File: src/rtl/rvfi_trace_sink.sv
// rvfi_trace_sink: receiving end of the core's RVFI retirement port.
// Each rvfi_valid cycle produces one record. The record is optionally
// checked, then stored in a record FIFO. Each record is emitted as six
// 32-bit words on a valid/ready stream.
// The core is never stalled. When the FIFO is full, the record is dropped
// and the drop is counted.
//
// Optional feature macro: RVFI_SINK_CHECK_EN
//   When defined, pc-continuity and x0-write checks are enabled.
//
// Ports:
//   clock, reset       single clock; asynchronous active-low reset
//   rvfi_*             retirement record inputs (one per rvfi_valid cycle)
//   out_valid/out_ready/out_data/out_last
//                      record word stream; out_last marks word 5
//   clear              synchronous clear of status counters and flags
//   drop_count/overflow
//                      saturating drop counter and sticky drop flag
//   err_count/check_err
//                      saturating check-error counter and sticky error flag
module rvfi_trace_sink #(
  parameter int unsigned DEPTH = 8
) (
  input  logic        clock,
  input  logic        reset,
  input  logic        rvfi_valid,
  input  logic [31:0] rvfi_insn,
  input  logic [4:0]  rvfi_rs1_addr,
  input  logic [4:0]  rvfi_rs2_addr,
  input  logic [4:0]  rvfi_rd_addr,
  input  logic [31:0] rvfi_rd_wdata,
  input  logic [31:0] rvfi_pc_rdata,
  input  logic [31:0] rvfi_pc_wdata,
  input  logic [31:0] rvfi_mem_addr,
  input  logic [3:0]  rvfi_mem_wmask,
  input  logic [31:0] rvfi_mem_rdata,
  input  logic [31:0] rvfi_mem_wdata,
  output logic        out_valid,
  input  logic        out_ready,
  output logic [31:0] out_data,
  output logic        out_last,
  input  logic        clear,
  output logic [15:0] drop_count,
  output logic        overflow,
  output logic [15:0] err_count,
  output logic        check_err
);

  localparam int unsigned AW = $clog2(DEPTH);
  localparam logic [2:0] LAST_IDX = 3'd5;

  typedef enum logic {IDLE, STREAM} state_t;

  state_t state, state_nx;

  logic [5:0][31:0] mem [DEPTH];
  logic [AW:0]      wr_ptr, rd_ptr, occupancy;
  logic [2:0]       idx;
  logic [10:0]      seq;
  logic             full, hs, pop, push, drop;
  logic             pc_err, x0_err;
  logic [31:0]      hdr, w5;

  assign occupancy = wr_ptr - rd_ptr;
  assign full      = (occupancy == (AW+1)'(DEPTH));
  assign out_valid = (state == STREAM);
  assign hs        = out_valid && out_ready;
  assign pop       = hs && (idx == LAST_IDX);
  // A full FIFO still accepts a record when its head retires on this edge.
  assign push      = rvfi_valid && (!full || pop);
  assign drop      = rvfi_valid && full && !pop;

  assign out_data  = out_valid ? mem[rd_ptr[AW-1:0]][idx] : '0;
  assign out_last  = out_valid && (idx == LAST_IDX);

  assign hdr = {rvfi_rd_addr, rvfi_rs1_addr, rvfi_rs2_addr, rvfi_mem_wmask,
                pc_err, x0_err, seq};
  assign w5  = (rvfi_mem_wmask != 4'd0) ? rvfi_mem_wdata : rvfi_mem_rdata;

  // State tracks FIFO occupancy: STREAM exactly while a record is present.
  always_ff @(posedge clock or negedge reset) begin
    if (!reset) state <= IDLE;
    else        state <= state_nx;
  end

  always_comb begin
    state_nx = state;
    case (state)
      IDLE:    if (push) state_nx = STREAM;
      STREAM:  if (pop && !push && (occupancy == (AW+1)'(1))) state_nx = IDLE;
      default: state_nx = IDLE;
    endcase
  end

  // Record storage is not reset. Pointer reset discards the contents.
  always_ff @(posedge clock) begin
    if (push)
      mem[wr_ptr[AW-1:0]] <= {w5, rvfi_mem_addr, rvfi_rd_wdata, rvfi_insn,
                              rvfi_pc_rdata, hdr};
  end

  always_ff @(posedge clock or negedge reset) begin
    if (!reset) begin
      wr_ptr <= '0;
      rd_ptr <= '0;
      idx    <= '0;
      seq    <= '0;
    end else begin
      if (push) wr_ptr <= wr_ptr + (AW+1)'(1);
      if (pop)  rd_ptr <= rd_ptr + (AW+1)'(1);
      if (hs)   idx    <= (idx == LAST_IDX) ? 3'd0 : idx + 3'd1;
      // seq advances on dropped records too, so drops show as gaps.
      if (rvfi_valid) seq <= seq + 11'd1;
    end
  end

  always_ff @(posedge clock or negedge reset) begin
    if (!reset) begin
      drop_count <= '0;
      overflow   <= 1'b0;
    end else if (clear) begin
      drop_count <= '0;
      overflow   <= 1'b0;
    end else if (drop) begin
      overflow <= 1'b1;
      if (drop_count != '1) drop_count <= drop_count + 16'd1;
    end
  end

`ifdef RVFI_SINK_CHECK_EN
  logic [31:0] prev_pc;
  logic        have_prev;

  assign pc_err = have_prev && (rvfi_pc_rdata != prev_pc);
  assign x0_err = (rvfi_rd_addr == 5'd0) && (rvfi_rd_wdata != 32'd0);

  always_ff @(posedge clock or negedge reset) begin
    if (!reset) begin
      prev_pc   <= '0;
      have_prev <= 1'b0;
    end else if (rvfi_valid) begin
      prev_pc   <= rvfi_pc_wdata;
      have_prev <= 1'b1;
    end
  end

  always_ff @(posedge clock or negedge reset) begin
    if (!reset) begin
      err_count <= '0;
      check_err <= 1'b0;
    end else if (clear) begin
      err_count <= '0;
      check_err <= 1'b0;
    end else if (rvfi_valid && (pc_err || x0_err)) begin
      check_err <= 1'b1;
      if (err_count != '1) err_count <= err_count + 16'd1;
    end
  end
`else
  logic unused_pc_wdata;

  assign pc_err          = 1'b0;
  assign x0_err          = 1'b0;
  assign err_count       = '0;
  assign check_err       = 1'b0;
  assign unused_pc_wdata = ^rvfi_pc_wdata;
`endif

endmodule

File: config.mk
export PLATFORM = sky130hd
export DESIGN_NAME = rvfi_trace_sink
export DESIGN_NICKNAME = d
export VERILOG_FILES = /design/src/rtl/rvfi_trace_sink.sv
export SDC_FILE = /design/constraint.sdc
export NUM_CORES = 2
export LEC_CHECK = 0
export CAP_MARGIN = 20
export CORE_ASPECT_RATIO = 0.7
export CORE_UTILIZATION = 41
export DETAILED_ROUTE_END_ITERATION = 6
export PLACE_DENSITY = 0.65
export SYNTH_ARGS = -nofsm -noshare
export SYNTH_HDL_FRONTEND = slang
export SYNTH_SLANG_ARGS = --single-unit
File: constraint.sdc
create_clock -name clock -period 26 [get_ports clock]
set_input_delay 5.2 -clock clock [delete_from_list [all_inputs] [get_ports clock]]
set_output_delay 5.2 -clock clock [all_outputs]
set_load 0.02 [all_outputs]
After elaboration in Yosys (flattened, before gate mapping)
Memories as Yosys holds them, arrays and structs flattened.
Cells that the tools add are included.
Operators by class
  add/sub/neg operators: 6
  order comparisons: 1
  eq/ne operators: 4
  multiplexer cells: 14
  bitwise operators: 1
  reduce and logical (&&, ||, !) cells: 16
Operators by type and width (count)
  binary-select mux 32 bit (select 3 bit): 1
  two-way mux 32 bit: 3
  two-way mux 16 bit: 3
  adder 16 x 1 -> 16 bit, second input constant: 1
  != test 16 bit, second input constant: 1
  adder 11 x 1 -> 11 bit, second input constant: 1
  adder 4 x 1 -> 4 bit, second input constant: 2
  logical AND 1 bit: 8
  two-way mux 1 bit: 5
  == test 4 x 1 -> 1 bit, second input constant: 1
  == test 4 bit, second input constant: 1
  < comparator 3 x 4 -> 1 bit, second input constant: 1
  nonzero test 2 bit: 2
  nonzero test 4 bit: 1
  subtractor 4 bit: 1
  adder 3 x 1 -> 3 bit, second input constant: 1
  == test 3 bit, second input constant: 1
  logical NOT 1 bit: 3
  two-way mux 3 bit: 1
  case mux 1 bit (2 select lines): 1
  AND reduction 2 bit: 1
  logical OR 1 bit: 1
  NOT 1 bit: 1
Word-level totals
  flip-flop bits (word level): 40
  memory bits (writable): 1520
  bits of input ports: 248
  output and inout port bits: 68
  memories kept: 1
Memory list
  mem: words 8, width 190, rd ports 1, clocked after memory_dff 0, wr ports 1, line 56  | logic [5:0][31:0] mem [DEPTH];

Depth between registers and ports, before layout
  depth after elaboration: 10
  gate-level depth with buffers: 11

Least setup slack after synthesis
OpenSTA, ideal clock, no wires.
  kind: input port to flip-flop
  start point: in out_ready
  end point: mem mem[2][0] (netlist name) (enable)
  library setup time: 1272 ps
  data arrival time: 24975 ps
  path slack: -247 ps
  cell stages on the path: 5
  path buffers: 0
  cells stage by stage: and3_4 > a2111oi_4 > nand3_1 > nand2_1 > nor4b_1
On the way
  cells in the longest elaborated chain, start to end: 6
Ends and longest elaborated chain
  start: declaration: line 39  | input logic out_ready,
  logical AND 1 bit: line 67  | assign hs = out_valid && out_ready;
  logical AND 1 bit: line 68  | assign pop = hs && (idx == LAST_IDX);
  logical OR 1 bit: line 70  | assign push = rvfi_valid && (!full || pop);
  logical AND 1 bit: line 70
  two-way mux 1 bit: line 97  | if (push)
  two-way mux 1 bit (not written as such): line 98  | mem[wr_ptr[AW-1:0]] <= {w5, rvfi_mem_addr, rvfi_rd_wdata, rvfi_insn,
  end: declaration: line 56
Every way passes these cells.

Worst setup path after layout
  start point: reg rd_ptr[0]
  end point: out out_data[1]
On the way
  cells in the longest elaborated chain, start to end: 4
Ends and longest elaborated chain
  start: declaration: line 57  | logic [AW:0] wr_ptr, rd_ptr, occupancy;
  start signal: assignment: line 110  | if (pop) rd_ptr <= rd_ptr + (AW+1)'(1);
  memory read (8 x 190 bit)
  binary-select mux 32 bit (select 3 bit): line 73  | assign out_data = out_valid ? mem[rd_ptr[AW-1:0]][idx] : '0;
  two-way mux 32 bit (not written as such): line 73
  two-way mux 32 bit: line 73
  end: declaration: line 40  | output logic [31:0] out_data,
Every way passes these cells. The select of a mux whose other input is x is not followed.

==> run metrics <==
status=finished, final reports clean; Hold Crit Depth=1; R2R Setup Slk=20.14 ns; Clock Path Buffers=3; IO buf count=266; overall routing resource usage=between 15 and 20%; Util after Layout=48.1%; placed cell count=5193; # rows=117; Worst Hold Path EP=rd_ptr[3]$_DFFE_PN0P_; DIE AREA=around 0.15 mm^2; EDFF count, synth=1520; Worst-Skew Late Latency=0.79 ns; final std cells w/o fill=5469; CP Capture Type=output pin; fraction of layout cells with a size suffix above 1=15.1%; cts-stage hold buffer count=0; multi-input combinational cell area=approximately 0.013 mm^2; count of final hold-check violations=0; H-tree Lvls=4; num ports=between 300 and 400; FMAX=84.9 MHz; setup TNS=0 ns; r2r startpoint=rd_ptr[1]$_DFFE_PN0P_; initial antenna violation count=40; pin count of the biggest net entering global routing=138; syn_area_per_cell=19.9 um^2; commonest cells after routing, fill and taps aside=1520 x edfxtp_1, 453 x mux2i_1, 265 x clkdlybuf4s50_1, 170 x mux4_2, 153 x clkbuf_16; routed vias=30573; WP data required=20.80 ns; clock root buffer=clkbuf_16; Final period util=45.3%; Antenna Nets Post-Route=0; DP HPWL=84500 um; CTS sink count=1560; Pleak=23.1 nW; DRT iter0 DRCs=between 2000 and 3000; CP max stage cell=dfrtp_4; FFs w/ async S/R, synth=2.56%; Core Region=0.146 mm^2; R2R Path End=mem[4][21]$_DFFE_PP_; Setup-failing EPs final=0; Cell Pwr Density=111 mW/mm^2; max cap viols=0; Netlist cell types=57; Worst Setup Path Type=register to output pin; first-pass GRT wire length=213000 um; # resized after CTS=0; CTS tree=done; Hold Path Class=register to register; total power draw=7.83 mW; CTS buffer count=150; Hold Slack=0.499 ns; Filler cells=12035; buffer count from post-CTS setup fixing=0; Max Slew Vio Count=0; Worst-Margin Slew=1.11 ns; critical path, cell by cell=buf_4 -> buf_12 -> nand4bb_2 -> buf_4 -> o22ai_1 -> or4_1 -> o21ai_0 -> o2111ai_1 -> clkdlybuf4s50_1; flops & latches, synth=between 1500 and 2000; detailed-route DRC error count=0; startpoint type of the worst setup path=register; final setup skew=0.0238 ns; RSZ-0062 raised after global routing=false; Slew headroom=25.9%; # nets final=between 3000 and 4000; Pre-antenna DRT Iters=7; prevailing post-synth register cell=edfxtp_1; CP Max Fanout=87; Starting Density=41.5%; Ys Warns=0; Seq/Total Area, Yosys=76.9%; gr ovfl total=0; CP max stage delay=0.92 ns; worst path arrival time=6.58 ns; die height=324 um; vias in the first global route=30174; Mapped Cells=about 3100; chip width=462 um; Register Area=0.0467 mm^2; most common cell after layout, fill and taps aside=edfxtp_1; fin crit period=11.78 ns; Area growth syn-to-layout=15.8%; synthesized cell area=0.0607 mm^2; Total Wirelength=~150000 um; Hold Crit Start=rd_ptr[3]$_DFFE_PN0P_; reg2reg path depth=10; DR WL/cell=27.1 um; most frequent CP cell=buf_4; Worst-path clk slew=approximately 0.06 ns; Peak VDD IR=~0.11 mV; gp weighted congestion=between 0.7 and 0.8; Vias per Instance=5.59
-- worst max-delay path by stage --
stage | from | endpoint | slack, ns | depth (start not counted)
4_1_cts | rd_ptr[0]$_DFFE_PN0P_ | out_data[1] | 13.97 | 9
6_report | rd_ptr[0]$_DFFE_PN0P_ | out_data[1] | 14.22 | 9
2_1_floorplan | out_ready | mem[0][0]$_DFFE_PP_ | 1.27 | 5
3_5_place_dp | rd_ptr[0]$_DFFE_PN0P_ | out_data[1] | 14.83 | 9
5_1_grt | rd_ptr[0]$_DFFE_PN0P_ | out_data[1] | 13.95 | 9
3_3_place_gp | rd_ptr[0]$_DFFE_PN0P_ | out_data[1] | 14.82 | 9
-- sequential cells by signal, summed over array words and instances, names as in the netlist --
register    cells
seq            11
idx             3
out_valid       1
rd_ptr          4
overflow        1
wr_ptr          4
drop_count     16
mem          1520
-- power by group --
part	switching, mW	total [mW]	internal (mW)
logic	1.48	2.40	0.923
registers	0.145	3.37	3.23
clock network	0.929	2.06	1.13
total	2.55	7.83	5.28
-- worst max-delay path, delay by kind of cell, from the launching register on --
family	cells	cell delay [ns]
flip-flops	1	0.92
AO/OA/AOI/OAI	3	1.22
AND/OR/NAND/NOR	2	1.08
buffers and inverters	4	2.49
-- cells by family (layout without fill, tap and decap cells) --
| kind of cell | count (synthesis) | after routing | share of synthesized area (%) |
|---|---|---|---|
| AOI/OAI and AO/OA | 348 | 348 | 3.95 |
| xor gates and xnor gates | 19 | 19 | 0.274 |
| adders and majority gates | 8 | 8 | 0.177 |
| buffers and inverters | 194 | 621 | 1.67 |
| DFF | 1560 | 1560 | 76.9 |
| muxes | 672 | 672 | 14.7 |
| other | 1 | 26 | 0.00618 |
| and+or+nand+nor | 252 | 252 | 2.35 |
-- cells in the mapped netlist (26+ instances only) --
cell type | instances | share of area, %
a22oi_1 | 94 | 1.2
buf_2 | 71 | 0.59
buf_4 | 48 | 0.59
clkbuf_1 | 49 | 0.30
dfrtp_1 | 40 | 1.6
edfxtp_1 | 1520 | 75
mux2_2 | 49 | 0.91
mux2i_1 | 453 | 7.5
mux4_2 | 170 | 6.3
nand2_1 | 49 | 0.30
nand3_1 | 62 | 0.51
o21ai_0 | 26 | 0.21
o22ai_1 | 128 | 1.3
-- cell type report --
| type | count | share of cell area, % |
|---|---|---|
| Antenna cell | 9 | 0.0321 |
| Clock buffer | 194 | 5.68 |
| Clock inverter | 68 | 0.789 |
| Inverter | 10 | 0.0641 |
| Multi-Input combinational cell | 1316 | 18.7 |
| Sequential cell | 1560 | 66.4 |
| Tap cell | 1963 | 3.50 |
| Timing Repair Buffer | 349 | 4.80 |
-- routing by layer --
layer,track usage [%],up-vias,part of all wire (%)
met1,27.4,15957,43
met3,6.07,233,8.6
li1,-,13291,-
met2,30.2,1054,46
met5,0,-,0.16
met4,5.96,38,2.5
-- metrics by stage --
stage                     cell area (um^2)  worst slack, ns
after CTS                            70200            13.97
final                                70300            14.22
after global placement               65600            14.82
after detailed placement             65600            14.83
after floorplan                      60700             1.27
after global routing                 70300            13.95
(Power assumes the default switching activity.)
